**src/rtl/mdu_pkg.sv**
```systemverilog
// mdu_pkg: opcode and FSM state encodings shared by the
// multiply/divide unit and its divider step.
package mdu_pkg;

  localparam int MDU_W = 32;

  localparam logic [3:0] OP_MULT  = 4'd0;
  localparam logic [3:0] OP_MULTU = 4'd1;
  localparam logic [3:0] OP_DIV   = 4'd2;
  localparam logic [3:0] OP_DIVU  = 4'd3;
  localparam logic [3:0] OP_MTHI  = 4'd4;
  localparam logic [3:0] OP_MTLO  = 4'd5;
  localparam logic [3:0] OP_MADD  = 4'd6;
  localparam logic [3:0] OP_MADDU = 4'd7;
  localparam logic [3:0] OP_MSUB  = 4'd8;
  localparam logic [3:0] OP_MSUBU = 4'd9;

  typedef enum logic [2:0] {
    S_IDLE,
    S_MUL,
    S_DIV,
    S_FIX,
    S_DONE
  } state_e;

  function automatic logic is_mul(input logic [3:0] op);
    return (op == OP_MULT) || (op == OP_MULTU);
  endfunction

  function automatic logic is_div(input logic [3:0] op);
    return (op == OP_DIV) || (op == OP_DIVU);
  endfunction

  function automatic logic is_madd(input logic [3:0] op);
    return (op == OP_MADD) || (op == OP_MADDU) ||
           (op == OP_MSUB) || (op == OP_MSUBU);
  endfunction

  function automatic logic is_signed_op(input logic [3:0] op);
    return (op == OP_MULT) || (op == OP_DIV) ||
           (op == OP_MADD) || (op == OP_MSUB);
  endfunction

endpackage

```
**src/rtl/mdu_divider.sv**
```systemverilog
// mdu_divider: one combinational restoring-division step.
// Ports: rem_i/quo_i/dvs_i in, rem_o/quo_o out (next partial state).
module mdu_divider
  import mdu_pkg::*;
(
  input  logic [MDU_W-1:0] rem_i,
  input  logic [MDU_W-1:0] quo_i,
  input  logic [MDU_W-1:0] dvs_i,
  output logic [MDU_W-1:0] rem_o,
  output logic [MDU_W-1:0] quo_o
);

  logic [MDU_W:0] trial;
  logic [MDU_W:0] diff;
  logic           ge;

  // Dividend bits shift out of the quotient MSB into the remainder;
  // a zero divisor always "fits", giving all-ones quotient and rem=a.
  always_comb begin
    trial = {rem_i, quo_i[MDU_W-1]};
    diff  = trial - {1'b0, dvs_i};
    ge    = (trial >= {1'b0, dvs_i});
    rem_o = ge ? diff[MDU_W-1:0] : trial[MDU_W-1:0];
    quo_o = {quo_i[MDU_W-2:0], ge};
  end

endmodule

```
**src/rtl/mdu_iterative.sv**
```systemverilog
// mdu_iterative: multi-cycle MUL/DIV unit owning HI/LO; drives stall/done
// to the hazard unit. Ports: clk, rst, start, op, a, b, flush -> stall,
// done, busy, hi, lo. Macro MDU_MADD_EN enables MADD/MADDU/MSUB/MSUBU.
module mdu_iterative
  import mdu_pkg::*;
#(
  parameter int MUL_LAT  = 4,
  parameter int DIV_ITER = 32
) (
  input  logic             clk,
  input  logic             rst,
  input  logic             start,
  input  logic [3:0]       op,
  input  logic [MDU_W-1:0] a,
  input  logic [MDU_W-1:0] b,
  input  logic             flush,
  output logic             stall,
  output logic             done,
  output logic             busy,
  output logic [MDU_W-1:0] hi,
  output logic [MDU_W-1:0] lo
);

  localparam int CW = 6;
  localparam logic [CW-1:0] MUL_CNT = CW'(MUL_LAT - 1);
  localparam logic [CW-1:0] DIV_CNT = CW'(DIV_ITER - 1);

  state_e           state_q, state_d;
  logic [CW-1:0]    cnt_q, cnt_d;
  logic [63:0]      res_q, res_d;
  logic [MDU_W-1:0] dvs_q, dvs_d;
  logic             sa_q, sa_d;
  logic             sb_q, sb_d;
  logic [MDU_W-1:0] hi_q, hi_d;
  logic [MDU_W-1:0] lo_q, lo_d;

  logic             mul_op, div_op, acc_op, multi, sgn;
  logic [63:0]      ax, bx, prod, wr_val;
  logic [MDU_W-1:0] a_abs, b_abs;
  logic [MDU_W-1:0] step_rem, step_quo;
  logic [MDU_W-1:0] fix_rem, fix_quo;

`ifdef MDU_MADD_EN
  logic [3:0] op_q, op_d;
`endif

  mdu_divider u_div (
    .rem_i (res_q[63:32]),
    .quo_i (res_q[31:0]),
    .dvs_i (dvs_q),
    .rem_o (step_rem),
    .quo_o (step_quo)
  );

  always_comb begin
    mul_op = is_mul(op);
    div_op = is_div(op);
`ifdef MDU_MADD_EN
    acc_op = is_madd(op);
`else
    acc_op = 1'b0;
`endif
    multi  = mul_op | div_op | acc_op;
    sgn    = is_signed_op(op);
    ax     = sgn ? {{32{a[31]}}, a} : {32'b0, a};
    bx     = sgn ? {{32{b[31]}}, b} : {32'b0, b};
    // Low 64 bits of the extended product are exact for both signednesses.
    prod   = ax * bx;
    a_abs  = (sgn && a[31]) ? -a : a;
    b_abs  = (sgn && b[31]) ? -b : b;
    fix_rem = sa_q ? -res_q[63:32] : res_q[63:32];
    if (dvs_q == '0)
      fix_quo = '1;
    else
      fix_quo = (sa_q ^ sb_q) ? -res_q[31:0] : res_q[31:0];
  end

  always_comb begin
    wr_val = res_q;
`ifdef MDU_MADD_EN
    if ((op_q == OP_MADD) || (op_q == OP_MADDU))
      wr_val = {hi_q, lo_q} + res_q;
    else if ((op_q == OP_MSUB) || (op_q == OP_MSUBU))
      wr_val = {hi_q, lo_q} - res_q;
`endif
  end

  always_comb begin
    state_d = state_q;
    cnt_d   = cnt_q;
    res_d   = res_q;
    dvs_d   = dvs_q;
    sa_d    = sa_q;
    sb_d    = sb_q;
    hi_d    = hi_q;
    lo_d    = lo_q;
`ifdef MDU_MADD_EN
    op_d    = op_q;
`endif
    unique case (state_q)
      S_IDLE: begin
        if (start) begin
          if (op == OP_MTHI) begin
            hi_d = a;
          end else if (op == OP_MTLO) begin
            lo_d = a;
          end else if (mul_op || acc_op) begin
`ifdef MDU_MADD_EN
            op_d = op;
`endif
            res_d   = prod;
            cnt_d   = MUL_CNT;
            state_d = (MUL_LAT == 1) ? S_DONE : S_MUL;
          end else if (div_op) begin
`ifdef MDU_MADD_EN
            op_d = op;
`endif
            res_d   = {32'b0, a_abs};
            dvs_d   = b_abs;
            sa_d    = sgn & a[31];
            sb_d    = sgn & b[31];
            cnt_d   = DIV_CNT;
            state_d = S_DIV;
          end
        end
      end
      S_MUL: begin
        cnt_d = cnt_q - CW'(1);
        if (cnt_q == CW'(1)) state_d = S_DONE;
      end
      S_DIV: begin
        res_d = {step_rem, step_quo};
        cnt_d = cnt_q - CW'(1);
        if (cnt_q == '0) state_d = S_FIX;
      end
      S_FIX: begin
        res_d   = {fix_rem, fix_quo};
        state_d = S_DONE;
      end
      S_DONE: begin
        {hi_d, lo_d} = wr_val;
        state_d      = S_IDLE;
      end
      default: state_d = S_IDLE;
    endcase
    if (flush) begin
      state_d = S_IDLE;
      hi_d    = hi_q;
      lo_d    = lo_q;
    end
  end

  always_ff @(posedge clk or posedge rst) begin
    if (rst) begin
      state_q <= S_IDLE;
      cnt_q   <= '0;
      res_q   <= '0;
      dvs_q   <= '0;
      sa_q    <= 1'b0;
      sb_q    <= 1'b0;
      hi_q    <= '0;
      lo_q    <= '0;
`ifdef MDU_MADD_EN
      op_q    <= '0;
`endif
    end else begin
      state_q <= state_d;
      cnt_q   <= cnt_d;
      res_q   <= res_d;
      dvs_q   <= dvs_d;
      sa_q    <= sa_d;
      sb_q    <= sb_d;
      hi_q    <= hi_d;
      lo_q    <= lo_d;
`ifdef MDU_MADD_EN
      op_q    <= op_d;
`endif
    end
  end

  assign stall = ((state_q == S_IDLE) && start && multi) ||
                 (state_q == S_MUL) || (state_q == S_DIV) ||
                 (state_q == S_FIX);
  assign done  = (state_q == S_DONE) && !flush;
  assign busy  = (state_q != S_IDLE);
  assign hi    = hi_q;
  assign lo    = lo_q;

endmodule

```
**config.mk**
```make
export PLATFORM = sky130hd
export DESIGN_NAME = mdu_iterative
export DESIGN_NICKNAME = d
export VERILOG_FILES = /design/src/rtl/mdu_pkg.sv /design/src/rtl/mdu_divider.sv /design/src/rtl/mdu_iterative.sv
export SDC_FILE = /design/constraint.sdc
export NUM_CORES = 2
export LEC_CHECK = 0
export BUFFER_PORTS_ARGS = -buffer_cell sky130_fd_sc_hd__buf_2
export CAP_MARGIN = 10
export CORE_UTILIZATION = 60
export CTS_CLUSTER_SIZE = 12
export DETAILED_ROUTE_END_ITERATION = 10
export PLACE_DENSITY_LB_ADDON = 0.1
export SKIP_CTS_REPAIR_TIMING = 1
export SLEW_MARGIN = 20
export SYNTH_ARGS = -nofsm -noshare
export SYNTH_HDL_FRONTEND = slang
export SYNTH_SLANG_ARGS = --single-unit
export TNS_END_PERCENT = 30
```
**constraint.sdc**
```tcl
create_clock -name clk -period 7.6 [get_ports clk]
set_input_delay 1.14 -clock clk [delete_from_list [all_inputs] [get_ports clk]]
set_output_delay 1.14 -clock clk [all_outputs]
set_load 0.02 [all_outputs]
```
==> results.py <==
metrics = {
    "clock_tree": {
        "clk_latency_ps": 450,
        "cts_htree_levels": 4,
        "cts_tree": "yes",
        "clock_sink_count": 171,
        "cts_buffers": 17,
        "clockBufferDepth": 2,
        "cts-root-buf": "clkbuf_16",
        "clk_pin_slew_worst_paths_ps": 90,
    },
    "final_layout": {
        "area_delta_synth_final_pct": 14.5,
        "post-route-util": 0.694,
        "drive_above_1_share": 0.155,
        "nets": 9267,
        "final_area_um2": 69500,
        "layout_common_cells": "inv_1, fa_1, nand2_1",
        "final_common_cell": "inv_1",
        "n_fill_cell": 8155,
    },
    "hold_path": {
        "min_path_type": "flip-flop to flip-flop",
    },
    "floorplan": {
        "die_x_um": 320,
        "boundaryPins": 139,
        "core_um2": 100000,
        "placementRows": 116,
        "die_h_um": 320,
        "start_util": 0.606,
        "die_area_um2": 102000,
    },
    "drt": {
        "drc_errors": 0,
        "wire_per_inst_um": 22.4,
        "ant_nets": 0,
        "dr_wl_met3_um": 15900,
        "first_pass_iters": 10,
        "highest_layer": "met5",
        "met1Wirelength_um": 75700,
        "drt_iter0_markers": 4034,
        "met2_length_um": 93700,
        "drt-total-wl_um": 196000,
        "vias": 49400,
        "avgViaCountPerCell": 5.65,
    },
    "job": {
        "drv_cap": 0,
    },
    "sta": {
        "setup_ws_ps": -2060,
        "fmax_ghz": 0.104,
        "final_hold_viol_count": 0,
        "holdWs_ps": 525,
        "skew_ps": 16.6,
        "finalCriticalPeriod_ps": 9660,
        "period_share": 1.27,
        "max_slew_margin": 0.311,
        "rsz0062_at_grt": "true",
        "worst_pin_slew_ps": 1030,
        "drv_slew": 0,
        "setup_violations": 49,
    },
    "synth": {
        "synth_cells": 6932,
        "synth_edf_count": 0,
        "postSynthAreaPerCell_um2": 8.75,
        "async_flop_share": 1.00,
        "seq_area_frac_synth": 0.0705,
        "syn_nets": 8771,
        "syn_area_um2": 60700,
        "synth_seq_cells": 171,
        "synth_top_flop_cell": "dfrtp_1",
        "yosysWarnings": 0,
        "synth_cell_types": 95,
    },
    "worst_setup_path": {
        "crit_slowest_cell": "fa_2",
        "max_stage_delay_ps": 730,
        "path_common_cell": "fa_1",
        "worstPathRequired_ps": 7980,
        "crit_arrival_ps": 10040,
        "critical_path_class": "input pin to flip-flop",
        "critPathLaunchType": "input pin",
        "critPathCaptureType": "flip-flop",
        "cp_max_fo": 7,
    },
    "global_route": {
        "grt-ovfl-total": 0,
        "grt_pass1_wl_um": 304000,
        "grt_pass1_vias": 52800,
        "antenna_found_initial": 15,
        "grtUsageTotal": 0.394,
        "grt_start_max_net_pins": 105,
    },
    "placement": {
        "post_dp_cell_area_um2": 67600,
        "dp_hpwl_um": 168000,
        "gp_congestion": 0.990,
        "io_buffers": 138,
    },
    "outcome": {
        "violations": "negative setup slack",
        "outcome": "finished, violations left",
    },
}
area by class of cell:
class | instances | area (um2) | area share
diodes | 7 | 17.5 | 0.000252
flip-flops and latches | 171 | 4280 | 0.0616
clock buffers | 17 | 425 | 0.00612
repair buffers | 893 | 7230 | 0.104
well taps | 1298 | 1620 | 0.0234
clock inverters | 15 | 180 | 0.00259
multi-input cells | 4701 | 49500 | 0.713
inverters | 1644 | 6180 | 0.0890
cell families (layout without fill, tap and decap cells):
kind of cell,after synthesis,after routing,synth area share
compound gates,837,837,0.0843
simple gates,1849,1849,0.140
buf+inv,2060,2569,0.128
flops,171,171,0.0705
mux,16,16,0.00266
fa+ha+maj,1768,1768,0.540
xor+xnor,231,231,0.0334
other cells,0,7,0
layer usage:
layer,global-route usage,up-vias
met5,0,-
met4,0.173,8
met1,0.504,25100
met3,0.0631,503
li1,-,21700
met2,0.662,2132
critical path: cells and delay by family:
kind / cells / cell delay [ps]
fa+ha+maj: 11 / 5410
simple gates: 7 / 1540
buf+inv: 9 / 910
compound gates: 4 / 640
mux: 1 / 340
cell usage after synthesis, drive strengths merged (32+ instances only):
master | n | area, um2
a21o | 50 | 375
a21oi | 319 | 1610
a31oi | 32 | 200
and2 | 348 | 2180
buf | 60 | 277
clkbuf | 356 | 1340
dfrtp | 171 | 4280
fa | 1420 | 28400
ha | 347 | 4340
inv | 1644 | 6170
nand2 | 964 | 3620
nand3 | 38 | 190
nor2 | 256 | 963
nor2b | 42 | 263
nor3 | 56 | 285
o21ai | 218 | 1090
xnor2 | 147 | 1290
xor2 | 84 | 736
through the flow:
step	setup WS [ps]	setup TNS (ps)	cells
3_3_place_gp	-2500	-93620	8686
5_1_grt	-2350	-74350	8743
3_5_place_dp	-2570	-97080	8686
2_1_floorplan	-2050	-64060	6932
6_report	-2060	-61510	8746
4_1_cts	-2140	-73690	8718
state kept, by name (all words and copies together) (netlist names):
name,count
res_q,64
dvs_q,32
hi,32
lo,32
cnt_q,6
state_q,3
sa_q,1
sb_q,1
path summary, 6_finish.rpt:
check                      cells past startpoint  slack, ps      from   endpoint
setup / recovery                              32      -2060     op[1]  res_q[63]
hold / removal                                 2        530     lo[4]      lo[4]
setup reg to reg                              13       3640  dvs_q[0]  res_q[60]
hold reg to reg                                2        530     lo[4]      lo[4]
max in group asynchronous                      3       5320       rst     lo[16]
min in group asynchronous                      2        860       rst   cnt_q[0]
Power is left out: the tool's default activity adds up to more than one toggle a clock period on the data nets, which glitch-free logic cannot reach.
